## config.mk

```make
export PLATFORM = sky130hd
export DESIGN_NAME = clock_text_writer
export DESIGN_NICKNAME = d
export VERILOG_FILES = /design/src/rtl/ctw_pkg.sv /design/src/rtl/ascii_stable_filter.sv /design/src/rtl/clock_text_writer.sv
export SDC_FILE = /design/constraint.sdc
export NUM_CORES = 1
export LEC_CHECK = 0
export ABC_AREA = 1
export CORE_ASPECT_RATIO = 0.6
export CORE_MARGIN = 4
export CORE_UTILIZATION = 59
export DETAILED_ROUTE_END_ITERATION = 7
export GPL_TIMING_DRIVEN = 0
export PLACE_DENSITY = 0.8
export SETUP_SLACK_MARGIN = 0.5
export SYNTH_ARGS = -nofsm -noshare
export SYNTH_HDL_FRONTEND = slang
export SYNTH_HIERARCHICAL = 1
export SYNTH_SLANG_ARGS = --single-unit
```

## constraint.sdc

```tcl
create_clock -name CLOCK_50 -period 3.85 [get_ports CLOCK_50]
set_clock_uncertainty 0.15 [all_clocks]
set_input_delay 0.5775 -clock CLOCK_50 [delete_from_list [all_inputs] [get_ports CLOCK_50]]
set_output_delay 0.5775 -clock CLOCK_50 [all_outputs]
set_load 0.01 [all_outputs]
```

## src/rtl/ctw_pkg.sv

```systemverilog
// Shared types and character constants for the clock text writer.
// Character codes and the digit sanitizer live here so the top and bench agree on them.
package ctw_pkg;

    typedef enum logic [1:0] {
        IDLE     = 2'd0,
        WR_FULL  = 2'd1,
        WR_COLON = 2'd2
    } ctw_state_t;

    localparam logic [7:0] CH_COLON = 8'h3A;
    localparam logic [7:0] CH_SPACE = 8'h20;
    localparam logic [7:0] CH_BAD   = 8'h3F;
    localparam logic [7:0] CH_ZERO  = 8'h30;
    localparam logic [7:0] CH_NINE  = 8'h39;

    function automatic logic [7:0] sanitize_digit(input logic [7:0] ch);
        return ((ch >= CH_ZERO) && (ch <= CH_NINE)) ? ch : CH_BAD;
    endfunction

endpackage

```

## src/rtl/ascii_stable_filter.sv

```systemverilog
// Two-sample stability filter for the clock-stage time word.
// A word is accepted once two consecutive samples agree and differ from the last accepted one.
module ascii_stable_filter (
    input  logic        clk,
    input  logic        rst,
    input  logic [31:0] ascii,
    output logic [31:0] latest,
    output logic        changed
);

    logic [31:0] s0;
    logic [31:0] s1;
    logic [31:0] snapshot;

    assign changed = (s0 == s1) && (s0 != snapshot);
    // Lets a consumer latch the newly accepted word on the same edge the snapshot updates.
    assign latest  = changed ? s0 : snapshot;

    always_ff @(posedge clk or posedge rst) begin
        if (rst) begin
            s0       <= '0;
            s1       <= '0;
            snapshot <= '0;
        end else begin
            s0 <= ascii;
            s1 <= s0;
            if (changed) begin
                snapshot <= s0;
            end
        end
    end

endmodule

```

## src/rtl/clock_text_writer.sv

```systemverilog
// Writes the time word as "HH:MM" into the text-mode character RAM through a ready handshake.
// Rewrites all five characters on a new time word, and only the colon on each blink toggle.
module clock_text_writer
    import ctw_pkg::*;
#(
    parameter int COLS      = 70,
    parameter int ROW       = 0,
    parameter int COL       = 0,
    parameter int ADDR_W    = 12,
    parameter int BLINK_CYC = 50_000_000,
    parameter int BLINK_EN  = 1
) (
    input  logic              CLOCK_50,
    input  logic              rst,
    input  logic [31:0]       ascii,
    input  logic              vram_ready,
    output logic              vram_we,
    output logic [ADDR_W-1:0] vram_addr,
    output logic [7:0]        vram_data,
    output logic              busy,
    output logic              done
);

    localparam logic [ADDR_W-1:0] BASE = ADDR_W'(ROW * COLS + COL);
    localparam int CNT_W = (BLINK_CYC > 1) ? $clog2(BLINK_CYC) : 1;
    localparam logic [CNT_W-1:0] CNT_LAST = CNT_W'(BLINK_CYC - 1);

    ctw_state_t state;
    ctw_state_t state_next;

    logic [31:0]      latest;
    logic             changed;
    logic [CNT_W-1:0] blink_cnt;
    logic             colon_on;
    logic             colon_tick;
    logic [7:0]       colon_char;
    logic [2:0]       index;
    logic [31:0]      word_q;
    logic [7:0]       colon_q;
    logic             full_pending;
    logic             colon_pending;
    logic             start_full;
    logic             start_colon;
    logic             last_xfer;

    ascii_stable_filter u_filter (
        .clk     (CLOCK_50),
        .rst     (rst),
        .ascii   (ascii),
        .latest  (latest),
        .changed (changed)
    );

    assign colon_tick = (BLINK_EN != 0) && (blink_cnt == CNT_LAST);
    assign colon_char = colon_on ? CH_COLON : CH_SPACE;

    always_ff @(posedge CLOCK_50 or posedge rst) begin
        if (rst) begin
            blink_cnt <= '0;
            colon_on  <= 1'b1;
        end else if (BLINK_EN != 0) begin
            if (colon_tick) begin
                blink_cnt <= '0;
                colon_on  <= ~colon_on;
            end else begin
                blink_cnt <= blink_cnt + 1'b1;
            end
        end
    end

    always_ff @(posedge CLOCK_50 or posedge rst) begin
        if (rst) begin
            state <= IDLE;
        end else begin
            state <= state_next;
        end
    end

    // A freshly accepted word counts as a full request even before its pending flag lands.
    always_comb begin
        state_next  = state;
        start_full  = 1'b0;
        start_colon = 1'b0;
        last_xfer   = 1'b0;
        case (state)
            IDLE: begin
                if (full_pending || changed) begin
                    state_next = WR_FULL;
                    start_full = 1'b1;
                end else if (colon_pending) begin
                    state_next  = WR_COLON;
                    start_colon = 1'b1;
                end
            end
            WR_FULL: begin
                if (vram_ready && (index == 3'd4)) begin
                    state_next = IDLE;
                    last_xfer  = 1'b1;
                end
            end
            WR_COLON: begin
                if (vram_ready) begin
                    state_next = IDLE;
                    last_xfer  = 1'b1;
                end
            end
            default: state_next = IDLE;
        endcase
    end

    // Characters are latched at sequence start so addr/data hold still while ready is low;
    // a toggle landing on the start edge keeps colon pending, so a stale colon gets rewritten.
    always_ff @(posedge CLOCK_50 or posedge rst) begin
        if (rst) begin
            index         <= '0;
            word_q        <= '0;
            colon_q       <= CH_COLON;
            full_pending  <= 1'b1;
            colon_pending <= 1'b0;
            done          <= 1'b0;
        end else begin
            done <= last_xfer;
            if (start_full) begin
                index   <= '0;
                word_q  <= latest;
                colon_q <= colon_char;
            end else if ((state == WR_FULL) && vram_ready) begin
                index <= index + 3'd1;
            end
            if (start_colon) begin
                colon_q <= colon_char;
            end
            if (start_full) begin
                full_pending <= 1'b0;
            end else if (changed) begin
                full_pending <= 1'b1;
            end
            if (colon_tick) begin
                colon_pending <= 1'b1;
            end else if (start_full || start_colon) begin
                colon_pending <= 1'b0;
            end
        end
    end

    always_comb begin
        vram_we   = 1'b0;
        vram_addr = BASE;
        vram_data = 8'h00;
        case (state)
            WR_FULL: begin
                vram_we   = 1'b1;
                vram_addr = BASE + ADDR_W'(index);
                case (index)
                    3'd0:    vram_data = sanitize_digit(word_q[31:24]);
                    3'd1:    vram_data = sanitize_digit(word_q[23:16]);
                    3'd2:    vram_data = colon_q;
                    3'd3:    vram_data = sanitize_digit(word_q[15:8]);
                    default: vram_data = sanitize_digit(word_q[7:0]);
                endcase
            end
            WR_COLON: begin
                vram_we   = 1'b1;
                vram_addr = BASE + ADDR_W'(2);
                vram_data = colon_q;
            end
            default: ;
        endcase
    end

    assign busy = (state != IDLE);

endmodule

```

==> impl_metrics.xml <==
<?xml version="1.0" encoding="UTF-8"?>
<metrics>
  <group name="run_status">
    <metric name="status" unit="">finished, final reports clean</metric>
  </group>
  <group name="die">
    <metric name="core_area" unit="sq um">12900</metric>
    <metric name="top_level_ports" unit="">58</metric>
    <metric name="die_width" unit="microns">156</metric>
    <metric name="design.die.area" unit="sq um">15200</metric>
    <metric name="count_of_standard_cell_rows" unit="">32</metric>
    <metric name="die_height" unit="microns">97.1</metric>
    <metric name="initial_utilization" unit="%">60.5</metric>
  </group>
  <group name="worst_setup_path">
    <metric name="worst-endpoint-arrival" unit="ns">2.44</metric>
    <metric name="max_stage_delay" unit="ns">0.61</metric>
    <metric name="worstPathBufferInverterCount" unit="">2</metric>
    <metric name="timing.critical_path.cells" unit="">inv_1, ha_1, nand2_1, o21ai_0, clkdlybuf4s50_1</metric>
    <metric name="worstPathMaxFanout" unit="">9</metric>
    <metric name="critical_path.top_delay_family" unit="">buffers and inverters</metric>
    <metric name="crit_required" unit="ns">3.12</metric>
    <metric name="worst_setup_path_end_kind" unit="">output port</metric>
    <metric name="path_class" unit="">reg2out</metric>
    <metric name="cp_slowest_cell" unit="">clkdlybuf4s50_1</metric>
    <metric name="cp-start-kind" unit="">register</metric>
  </group>
  <group name="sta">
    <metric name="worst-slew-pin-transition" unit="ns">0.842</metric>
    <metric name="final.hold.worst_slack" unit="ns">0.307</metric>
    <metric name="timing.fmax" unit="MHz">315</metric>
    <metric name="period_needed" unit="ns">3.17</metric>
    <metric name="hold_viol_final" unit="">0</metric>
    <metric name="period_share" unit="%">82.4</metric>
    <metric name="report.final.setup_viol" unit="">0</metric>
    <metric name="slew_headroom" unit="%">43.9</metric>
    <metric name="maxSlewViolCount" unit="">0</metric>
    <metric name="rsz0062_at_grt" unit="">no</metric>
    <metric name="tns" unit="ns">0</metric>
  </group>
  <group name="logic_synthesis">
    <metric name="async_flop_share" unit="%">100</metric>
    <metric name="ys_dominant_reg_cell" unit="">dfrtp_1</metric>
    <metric name="sequential_area_share_after_synthesis" unit="%">52.7</metric>
    <metric name="synth.area.top_cells" unit="">dfrtp_1 52%, nand2_1 18%, inv_1 5.0%</metric>
    <metric name="synth_area_per_cell" unit="sq um">7.99</metric>
    <metric name="yosys.cell_count.top_type" unit="">nand2_1</metric>
    <metric name="post_synth_num_cell_types" unit="">32</metric>
    <metric name="yosysWarningCount" unit="">6</metric>
    <metric name="post_synth_instance_area" unit="sq um">7800</metric>
    <metric name="synth_top_area_cell" unit="">dfrtp_1</metric>
    <metric name="postSynthCellCount" unit="">976</metric>
    <metric name="synth_enable_flop_cells" unit="">0</metric>
    <metric name="synthDominantCellAreaShare" unit="%">51.6</metric>
    <metric name="ys_top_cells_by_count" unit="">378 x nand2_1, 161 x dfrtp_1, 104 x inv_1</metric>
    <metric name="yosys_reg_bits" unit="">164</metric>
  </group>
  <group name="detailed_routing">
    <metric name="wl_per_cell" unit="microns">14.0</metric>
    <metric name="route.antenna.remaining_nets" unit="">0</metric>
    <metric name="detail_route.wirelength" unit="microns">17300</metric>
    <metric name="drc" unit="">0</metric>
    <metric name="drtIter0Drc" unit="">553</metric>
    <metric name="dr.pass1.iters" unit="">5</metric>
    <metric name="vias_per_cell" unit="">5.11</metric>
    <metric name="vias" unit="">6313</metric>
  </group>
  <group name="global_routing">
    <metric name="largest_net_degree_at_the_start_of_global_routing" unit="">70</metric>
    <metric name="track_usage" unit="%">23.7</metric>
    <metric name="grt_first_pass_wirelength" unit="microns">28600</metric>
    <metric name="first_global_vias" unit="">5843</metric>
    <metric name="grt_overflow_total" unit="">0</metric>
    <metric name="grt_antenna_before_repair" unit="">0</metric>
  </group>
  <group name="cts">
    <metric name="number_of_instances_resized_during_post_cts_repair" unit="">0</metric>
    <metric name="cts_sinks" unit="">164</metric>
    <metric name="cts_root_buf" unit="">clkbuf_16</metric>
    <metric name="clock_buffers_created_by_tritoncts" unit="">17</metric>
    <metric name="max-clock-path-buffers" unit="">2</metric>
    <metric name="cts_htree_levels" unit="">4</metric>
    <metric name="path_clk_slew" unit="ns">0.06</metric>
    <metric name="cts_tree" unit="">built</metric>
    <metric name="post_cts.repair.setup_buffers" unit="">0</metric>
    <metric name="postCtsHoldBufs" unit="">0</metric>
    <metric name="source_to_sink_clock_delay_at_the_later_pin_of_the_worst_skew_pair" unit="ns">0.42</metric>
  </group>
  <group name="finish">
    <metric name="nFillCells" unit="">1014</metric>
    <metric name="diodes" unit="">0</metric>
    <metric name="nets" unit="">1096</metric>
    <metric name="final_area" unit="sq um">9110</metric>
    <metric name="drive_gt1_share" unit="%">9.39</metric>
    <metric name="area_delta_synth_final" unit="%">16.7</metric>
  </group>
  <group name="power_and_ir_drop">
    <metric name="cellPowerDensity" unit="nW/um^2">391</metric>
    <metric name="leakage" unit="uW">0.00463</metric>
    <metric name="vdd.ir_drop.worst" unit="uV">261</metric>
    <metric name="seq_power_share" unit="%">50.5</metric>
    <metric name="comb_power_share" unit="%">4.5</metric>
    <metric name="power_switching_share" unit="%">22.4</metric>
    <metric name="internal-power" unit="uW">2760</metric>
    <metric name="clkPwrFrac" unit="%">45.0</metric>
    <metric name="power.switching" unit="uW">798</metric>
  </group>
  <group name="hold_path">
    <metric name="hold_path_class" unit="">reg2reg</metric>
  </group>
  <group name="placement">
    <metric name="total_half_perimeter_wirelength_after_legalization_and_detailed_placement" unit="microns">12200</metric>
    <metric name="port_buffers" unit="">46</metric>
    <metric name="postPlaceCellArea" unit="sq um">8540</metric>
    <metric name="place_congestion" unit="">0.973</metric>
  </group>
  <group name="flow_run">
    <metric name="maxCapViolCount" unit="">0</metric>
  </group>
</metrics>
==> cell usage in the layout (no fill, tap or decap), types with 6 or more instances in the layout <==
master / n
nand2_1: 378
xnor2_1: 24
buf_4: 14
nand3_1: 52
dfrtp_1: 161
inv_1: 101
nor2_4: 7
ha_1: 8
buf_6: 6
inv_2: 19
o21ai_0: 39
nor2_1: 100
a21oi_1: 6
clkbuf_1: 8
xor2_1: 15
conb_1: 11
nand4_1: 7
clkdlybuf4s50_1: 46
clkbuf_16: 17
==> power groups by stage <==
stage	logic (uW)	registers (uW)	clock network [uW]
floorplan	101	1820	0
global placement	155	1820	0
CTS	165	1800	1620
detailed placement	163	1830	0
global route	186	1800	1690
finish	162	1800	1600
==> flip-flops by register name (all words and copies together) (netlist names) <==
name,flops
u_filter/s1,32
state,2
u_filter/snapshot,32
done,1
colon_pending,1
u_filter/s0,32
index,3
word_q,32
blink_cnt,26
colon_q,1
full_pending,1
colon_on,1
==> cells by family after synthesis <==
group                    Yosys count  synth area share [%]
buffers and inverters            152                  8.64
adder cells (fa/ha/maj)            9                  1.44
XOR/XNOR                          39                  4.38
AO/OA/AOI/OAI                     48                  3.24
other                              1                0.0481
flip-flops                       164                  52.7
AND/OR/NAND/NOR                  563                  29.6
==> per-layer routing <==
layer	wire [microns]	up-vias	share of wire (%)	GRT usage, %
li1	-	3089	-	-
met1	8490	2965	49	37.6
met2	7010	238	40	32.5
met3	1640	21	9.5	6.14
met4	192	0	1.1	5.33
met5	0	-	0	0
==> metrics by stage <==
step / worst slack [ns] / total power (uW) / utilization [%] / cells
2_1_floorplan: 0.617 / 1920 / - / 986
3_3_place_gp: -0.795 / 1980 / 66.0 / 1202
3_5_place_dp: 0.785 / 1990 / 66.3 / 1203
4_1_cts: 0.512 / 3580 / 70.6 / 1235
5_1_grt: 0.503 / 3670 / 70.6 / 1235
6_report: 0.678 / 3560 / 70.6 / 1235
==> layout make-up <==
class                      instances  area, sq um  share of cell area [%]
buffer                            28          209                    2.29
clock buffer                      24          472                    5.18
clock inverter                     8         80.1                   0.879
inverter                         124          470                    5.17
multi-input combinational        670         3070                    33.7
sequential                       164         4110                    45.1
tap                              170          213                    2.34
timing repair buffer              47          488                    5.36
==> worst paths after layout <==
path                                            from                        end  slack, ns  cells past startpoint
setup / recovery                state[0]$_DFFE_PP0P_               vram_addr[1]       0.68                      5
hold / removal             u_filter/s0[19]$_DFF_PP0_  u_filter/s1[19]$_DFF_PP0_       0.31                      0
setup reg to reg           u_filter/s0[18]$_DFF_PP0_     word_q[16]$_DFFE_PP0P_       0.70                     18
hold reg to reg            u_filter/s0[19]$_DFF_PP0_  u_filter/s1[19]$_DFF_PP0_       0.31                      0
max in group asynchronous                        rst    blink_cnt[24]$_DFF_PP0_       2.38                      2
min in group asynchronous                        rst  u_filter/s0[27]$_DFF_PP0_       0.41                      2
Note: power is estimated with default switching activity, not from simulation.
